$ cat src/rtl/disp_pkg.sv
// Shared types and constants for the two-digit multiplexed 7-segment scanner.
// Segment patterns are {g,f,e,d,c,b,a}, active-low.
package disp_pkg;

  typedef enum logic [1:0] {
    ST_GAP_B = 2'd0,
    ST_UNI   = 2'd1,
    ST_GAP_A = 2'd2,
    ST_DEC   = 2'd3
  } scan_state_t;

  localparam logic [6:0] SEG_OFF = 7'h7F;
  localparam logic [6:0] SEG_D0  = 7'h40;
  localparam logic [6:0] SEG_D1  = 7'h79;
  localparam logic [6:0] SEG_D2  = 7'h24;
  localparam logic [6:0] SEG_D3  = 7'h30;
  localparam logic [6:0] SEG_D4  = 7'h19;
  localparam logic [6:0] SEG_D5  = 7'h12;
  localparam logic [6:0] SEG_D6  = 7'h02;
  localparam logic [6:0] SEG_D7  = 7'h78;
  localparam logic [6:0] SEG_D8  = 7'h00;
  localparam logic [6:0] SEG_D9  = 7'h10;

endpackage

$ cat src/rtl/seg7_bcd_decoder.sv
// BCD digit to active-low 7-segment pattern; non-BCD codes stay dark.
module seg7_bcd_decoder
  import disp_pkg::*;
(
  input  logic [3:0] i_bcd,
  output logic [6:0] o_seg
);

  always_comb begin
    o_seg = SEG_OFF;
    case (i_bcd)
      4'd0:    o_seg = SEG_D0;
      4'd1:    o_seg = SEG_D1;
      4'd2:    o_seg = SEG_D2;
      4'd3:    o_seg = SEG_D3;
      4'd4:    o_seg = SEG_D4;
      4'd5:    o_seg = SEG_D5;
      4'd6:    o_seg = SEG_D6;
      4'd7:    o_seg = SEG_D7;
      4'd8:    o_seg = SEG_D8;
      4'd9:    o_seg = SEG_D9;
      default: o_seg = SEG_OFF;
    endcase
  end

endmodule

$ cat src/rtl/display_scan_7seg.sv
// Two-digit multiplexed 7-segment scanner with blanking gaps and tear-free value commit.
//   state    | meaning
//   ST_GAP_B | all dark; pending value is committed on exit
//   ST_UNI   | units digit lit
//   ST_GAP_A | all dark between digits
//   ST_DEC   | tens digit lit (only when the value is 10..15)
module display_scan_7seg
  import disp_pkg::*;
#(
  parameter int DIGIT_CYCLES = 13500,
  parameter int GAP_CYCLES   = 27
) (
  input  logic       clk,
  input  logic       rst_n,
  input  logic [3:0] bin_i,
  input  logic       load_i,
  input  logic       blank_i,
  output logic [6:0] seg,
  output logic       uni,
  output logic       dec,
  output logic       upd_o
);

  localparam int MAX_CYC = (DIGIT_CYCLES > GAP_CYCLES) ? DIGIT_CYCLES : GAP_CYCLES;
  localparam int CW      = (MAX_CYC > 1) ? $clog2(MAX_CYC) : 1;
  // Counter holds remaining cycles minus one, so dwell-1 always fits in CW bits.
  localparam logic [CW-1:0] DIG_LD = CW'(DIGIT_CYCLES - 1);
  localparam logic [CW-1:0] GAP_LD = CW'(GAP_CYCLES - 1);

  scan_state_t   r_state, w_state_nxt;
  logic [CW-1:0] r_cnt, w_cnt_nxt;
  logic [3:0]    r_pend, r_disp;
  logic          r_upd;
  logic          w_commit;

  logic          w_tens;
  logic [3:0]    w_units;
  logic [3:0]    w_dig;
  logic [6:0]    w_seg_dec;
  logic          w_uni_on, w_dec_on;

  always_ff @(posedge clk or negedge rst_n) begin
    if (!rst_n) begin
      r_state <= ST_GAP_B;
      r_cnt   <= GAP_LD;
    end else begin
      r_state <= w_state_nxt;
      r_cnt   <= w_cnt_nxt;
    end
  end

  always_comb begin
    w_state_nxt = r_state;
    w_cnt_nxt   = r_cnt - CW'(1);
    w_commit    = 1'b0;
    if (r_cnt == '0) begin
      case (r_state)
        ST_GAP_B: begin
          w_state_nxt = ST_UNI;
          w_cnt_nxt   = DIG_LD;
          w_commit    = 1'b1;
        end
        ST_UNI: begin
          w_state_nxt = ST_GAP_A;
          w_cnt_nxt   = GAP_LD;
        end
        ST_GAP_A: begin
          w_state_nxt = ST_DEC;
          w_cnt_nxt   = DIG_LD;
        end
        default: begin
          w_state_nxt = ST_GAP_B;
          w_cnt_nxt   = GAP_LD;
        end
      endcase
    end
  end

  // Capture is free-running; only the commit at GAP_B->UNI reaches the display.
  always_ff @(posedge clk or negedge rst_n) begin
    if (!rst_n) begin
      r_pend <= 4'd0;
      r_disp <= 4'd0;
      r_upd  <= 1'b0;
    end else begin
      if (load_i) r_pend <= bin_i;
      r_upd <= w_commit && (r_pend != r_disp);
      if (w_commit) r_disp <= r_pend;
    end
  end

  assign w_tens  = (r_disp >= 4'd10);
  assign w_units = w_tens ? (r_disp - 4'd10) : r_disp;
  assign w_dig   = (r_state == ST_DEC) ? {3'b000, w_tens} : w_units;

  seg7_bcd_decoder u_dec (
    .i_bcd (w_dig),
    .o_seg (w_seg_dec)
  );

  assign w_uni_on = (r_state == ST_UNI) && !blank_i;
  assign w_dec_on = (r_state == ST_DEC) && w_tens && !blank_i;

  always_comb begin
    uni   = w_uni_on;
    dec   = w_dec_on;
    seg   = SEG_OFF;
    upd_o = r_upd;
    if (w_uni_on || w_dec_on) seg = w_seg_dec;
  end

endmodule

$ cat config.mk
export PLATFORM = sky130hd
export DESIGN_NAME = display_scan_7seg
export DESIGN_NICKNAME = d
export VERILOG_FILES = /design/src/rtl/disp_pkg.sv /design/src/rtl/seg7_bcd_decoder.sv /design/src/rtl/display_scan_7seg.sv
export SDC_FILE = /design/constraint.sdc
export NUM_CORES = 1
export LEC_CHECK = 0
export CORE_MARGIN = 4
export CORE_UTILIZATION = 56
export DETAILED_ROUTE_END_ITERATION = 7
export MAX_ROUTING_LAYER = met4
export PLACE_DENSITY = 0.84
export REMOVE_ABC_BUFFERS = 1
export SLEW_MARGIN = 20
export SYNTH_ARGS = -nofsm -noshare
export SYNTH_HDL_FRONTEND = slang
export SYNTH_HIERARCHICAL = 1
export SYNTH_SLANG_ARGS = --single-unit
$ cat constraint.sdc
create_clock -name clk -period 3.15 [get_ports clk]
set_clock_uncertainty 0.2 [all_clocks]
set_input_delay 0.315 -clock clk [delete_from_list [all_inputs] [get_ports clk]]
set_output_delay 0.315 -clock clk [all_outputs]
set_load 0.005 [all_outputs]
==> impl_metrics.sql <==
INSERT INTO impl_metrics (metric_group, metric, value, unit) VALUES
('route', 'post-route-drc-count', '0', ''),
('timing', 'shortest_period_the_worst_path_allows', '3.037', 'ns'),
('die', 'die_area', '3813', 'um2'),
('route', 'wl_met3', '150', 'um'),
('route', 'dr.pass1.iters', '4', ''),
('timing', 'max_slew_margin', '0.5114', ''),
('route', 'avgViaCountPerCell', '5.690', ''),
('logic_synthesis', 'synth_edf_count', '0', ''),
('die', 'ios', '18', ''),
('logic_synthesis', 'synthTopCellsByArea', 'sky130_fd_sc_hd__dfrtp_1, sky130_fd_sc_hd__ha_1, sky130_fd_sc_hd__mux2_2', ''),
('logic_synthesis', 'area_of_the_mapped_netlist', '1618', 'um2'),
('clocking', 'tritoncts', 'built', ''),
('pwr', 'ir_drop', '0.3137', 'mV'),
('placement', 'gp_congestion', '0.8683', ''),
('route', 'highest_metal_used', 'met4', ''),
('cells_and_area', 'antennaDiodeCount', '0', ''),
('cells_and_area', 'layout.nets', '219', ''),
('setup_path', 'critPathMaxFanout', '6', ''),
('logic_synthesis', 'synth.top_cell.area_share', '0.3403', ''),
('placement', 'place_inst', '218', ''),
('pwr', 'power_leakage', '0.8308', 'nW'),
('flow_run', 'cap_viol_max_count', '0', ''),
('cells_and_area', 'synthToLayoutAreaGrowth', '20.26', '%'),
('clocking', 'numCtsBuffers', '3', ''),
('logic_synthesis', 'post-synth-top-area-cell', 'sky130_fd_sc_hd__dfrtp_1', ''),
('timing', 'worst_hold_slack', '0.3056', 'ns'),
('setup_path', 'timing.critical_path.slowest_cell_delay', '0.44', 'ns'),
('logic_synthesis', 'synth.yosys.warnings', '6', ''),
('global_route', 'antenna_found_initial', '0', ''),
('timing', 'timing.fmax', '329.2', 'MHz'),
('setup_path', 'timing.setup.critical_path_class', 'flop to output pin', ''),
('logic_synthesis', 'synth_cell_type_count', '39', ''),
('timing', 'final.period_utilization', '0.9642', ''),
('die', 'initial_utilization', '0.5867', ''),
('route', 'drt-wirelength-per-cell', '15.63', 'um'),
('logic_synthesis', 'netlist_instances', '170', ''),
('cells_and_area', 'post_route_cells_drive_above_1_share', '0.2172', ''),
('setup_path', 'critical_path.endpoint_type', 'output pin', ''),
('route', 'met2WireLength', '1989', 'um'),
('timing', 'final_hold_viol_count', '0', ''),
('setup_path', 'worstPathCellList', 'ha_4 > mux2i_2 > inv_1 > ha_1 > o21ai_0 > o21ai_0 > nand2b_1 > clkdlybuf4s50_1', ''),
('logic_synthesis', 'ys_dominant_reg_cell', 'sky130_fd_sc_hd__dfrtp_1', ''),
('global_route', 'largest_net_degree_at_the_start_of_global_routing', '25', ''),
('global_route', 'first_global_vias', '1252', ''),
('pwr', 'cellPowerDensity', '307.9', 'nW/um2'),
('logic_synthesis', 'synth-seq-area-share', '0.3890', ''),
('placement', 'hpwl', '2598', 'um'),
('timing', 'worst_pin_slew', '0.7262', 'ns'),
('logic_synthesis', 'synth_seq_cells', '25', ''),
('route', 'drt-initial-drc-count', '58', ''),
('route', 'vias', '1303', ''),
('route', 'wirelength_met1', '1399', 'um'),
('hold_path', 'min_path_type', 'input pin to asynchronous set/reset pin', ''),
('clocking', 'cts.root.buffer_cell', 'sky130_fd_sc_hd__clkbuf_4', ''),
('clocking', 'worst_setup_hold_path_clk_slew', '0.14', 'ns'),
('global_route', 'grt_pass1_wl', '5575', 'um'),
('setup_path', 'critical_path.most_common_cell', 'sky130_fd_sc_hd__o21ai_0', ''),
('timing', 'slew_violations', '0', ''),
('global_route', 'overflow', '0', ''),
('global_route', 'track_usage', '0.2045', ''),
('clocking', 'htreeDepth', '1', ''),
('setup_path', 'critPathSlowestCell', 'sky130_fd_sc_hd__dfrtp_1', ''),
('die', 'die_extent_in_y', '61.75', 'um'),
('setup_path', 'cp.required', '2.63', 'ns'),
('cells_and_area', 'final_cell_count_no_fill', '229', ''),
('clocking', 'cts_num_sinks', '25', ''),
('die', 'fp.coreArea', '2758', 'um2'),
('setup_path', 'setup.worst_path.start_class', 'flop', ''),
('logic_synthesis', 'asyncSetResetFlopFracSynth', '1.000', ''),
('clocking', 'cts_max_path_buffers', '2', ''),
('setup_path', 'critical_path_arrival', '2.52', 'ns'),
('die', 'floorplan.rows', '19', ''),
('placement', 'place.port_buffers', '17', ''),
('die', 'chipWidth', '61.75', 'um'),
('route', 'ant_nets', '0', ''),
('timing', 'final-setup-viol-count', '0', ''),
('run_status', 'outcome', 'complete, no violations', ''),
('route', 'finalWirelength', '3579', 'um'),
('clocking', 'clock_latency', '0.34', 'ns'),
('logic_synthesis', 'synth.avg_cell_area', '9.516', 'um2');
-- layout make-up --
type                            instances  area, um2
Timing Repair Buffer                   29      257.7
Sequential cell                        25      633.1
Clock buffer                            3      22.52
Clock inverter                          1      7.507
Multi-Input combinational cell        130      948.4
Tap cell                               31      38.79
Inverter                               10      37.54
Fill cell                             206      812.0
-- registers in the layout, summed over array words and instances (netlist names) --
register,flops
r_cnt,14
r_disp,4
r_pend,4
r_state,2
upd_o,1
-- worst max-delay path, delay by kind of cell (launching register included) --
kind            cells  cell delay (ns)
simple gates        1             0.15
buf+inv             2             0.55
compound gates      2             0.29
flops               1             0.44
mux                 1             0.24
fa+ha+maj           2             0.52
-- placed cells by master, fill, tap and decap left out, drive strengths merged --
cell type	netlist	final
mux2i	1	1
or4b	1	1
nor3b	2	2
or3	5	5
nand4	2	2
nand2b	12	12
inv	10	10
dfrtp	22	22
clkdlybuf4s50	0	15
nor3	6	6
nand3	4	4
nor2	12	12
or4	2	2
nor2b	2	2
xor2	4	4
or2b	1	1
nor4	4	4
nand3b	1	1
xnor2	9	9
o21ai	11	11
dlymetal6s2s	0	1
ha	12	12
mux2	8	8
or2	2	2
dfstp	3	3
a211oi	1	1
a41oi	1	1
nor4bb	1	1
a31oi	1	1
and4	1	1
or3b	1	1
a21oi	14	14
clkinvlp	0	1
clkbuf	3	4
nand2	9	9
buf	2	11
dlygate4sd3	0	1
-- metrics by stage --
| stage | util | setup WS, ns | total power [mW] | area (um2) | TNS (ns) |
|---|---|---|---|---|---|
| floorplan | - | 0.7703 | 0.3934 | 1590 | 0 |
| global placement | 0.6661 | 0.4590 | 0.4390 | 1837 | 0 |
| detailed placement | 0.6661 | 0.2476 | 0.4443 | 1837 | 0 |
| CTS | 0.6810 | 0.003391 | 0.5942 | 1878 | 0 |
| global route | 0.7055 | -0.005689 | 0.6217 | 1946 | -0.005689 |
| finish | 0.7055 | 0.1127 | 0.5990 | 1946 | 0 |
-- synth_stat cells (2+ instances only) --
cell type / instances
sky130_fd_sc_hd__dfstp_2: 3
sky130_fd_sc_hd__nand2_1: 9
sky130_fd_sc_hd__or4_4: 2
sky130_fd_sc_hd__nor3_1: 5
sky130_fd_sc_hd__o21ai_0: 10
sky130_fd_sc_hd__a21oi_1: 13
sky130_fd_sc_hd__ha_1: 12
sky130_fd_sc_hd__nor2_1: 12
sky130_fd_sc_hd__nor2b_1: 2
sky130_fd_sc_hd__mux2_2: 8
sky130_fd_sc_hd__xnor2_1: 9
sky130_fd_sc_hd__inv_1: 10
sky130_fd_sc_hd__xor2_1: 4
sky130_fd_sc_hd__dfrtp_1: 22
sky130_fd_sc_hd__nand3_1: 4
sky130_fd_sc_hd__or3_1: 5
sky130_fd_sc_hd__nor3b_1: 2
sky130_fd_sc_hd__clkbuf_1: 3
sky130_fd_sc_hd__nand4_1: 2
sky130_fd_sc_hd__nor4_1: 3
sky130_fd_sc_hd__nand2b_1: 12
-- per-layer routing --
metal  track usage  vias to the layer above
met5             -                        -
met4       0.07273                        0
met3       0.02479                        4
met2        0.3662                       31
met1        0.2338                      626
li1              -                      642
-- path summary, 6_finish.rpt --
| path | from | cells after the start | slack (ns) | endpoint |
|---|---|---|---|---|
| hold reg to reg | r_cnt[4]$_DFF_PN1_ | 2 | 0.34 | r_cnt[4]$_DFF_PN1_ |
| setup / recovery | r_state[1]$_DFFE_PN0P_ | 8 | 0.11 | seg[1] |
| min in group clk | r_cnt[4]$_DFF_PN1_ | 2 | 0.34 | r_cnt[4]$_DFF_PN1_ |
| hold / removal | rst_n | 2 | 0.31 | r_cnt[11]$_DFF_PN0_ |
| max in group asynchronous | rst_n | 3 | 1.91 | r_cnt[1]$_DFF_PN1_ |
| setup reg to reg | r_cnt[0]$_DFF_PN0_ | 6 | 0.65 | r_cnt[0]$_DFF_PN0_ |
-- kinds of logic (layout without fill, tap and decap cells) --
kind of cell	count (synthesis)	count (layout)	synth area share
AOI/OAI and AO/OA	28	28	0.09358
xor gates and xnor gates	13	13	0.07038
adders and majority gates	12	12	0.09280
buffers and inverters	15	43	0.04022
DFF	25	25	0.3890
muxes	9	9	0.06187
and+or+nand+nor	68	68	0.2521
-- where the power goes --
part	switching [mW]	internal [mW]
sequential	0.00877	0.329
clock	0.104	0.0488
combinational	0.0455	0.0623
total	0.159	0.440
-- what timing repair did --
| action | in CTS | in global routing |
|---|---|---|
| endpoints found under the setup margin | 3 | 6 |
| endpoints found under the hold margin | 0 | 22 |
| resized for setup | 1 | 10 |
| buffers inserted | 1 | 5 |
| hold buffers | 0 | 1 |
| pin swaps | 0 | 2 |
Power figures use the tool's default switching activity.
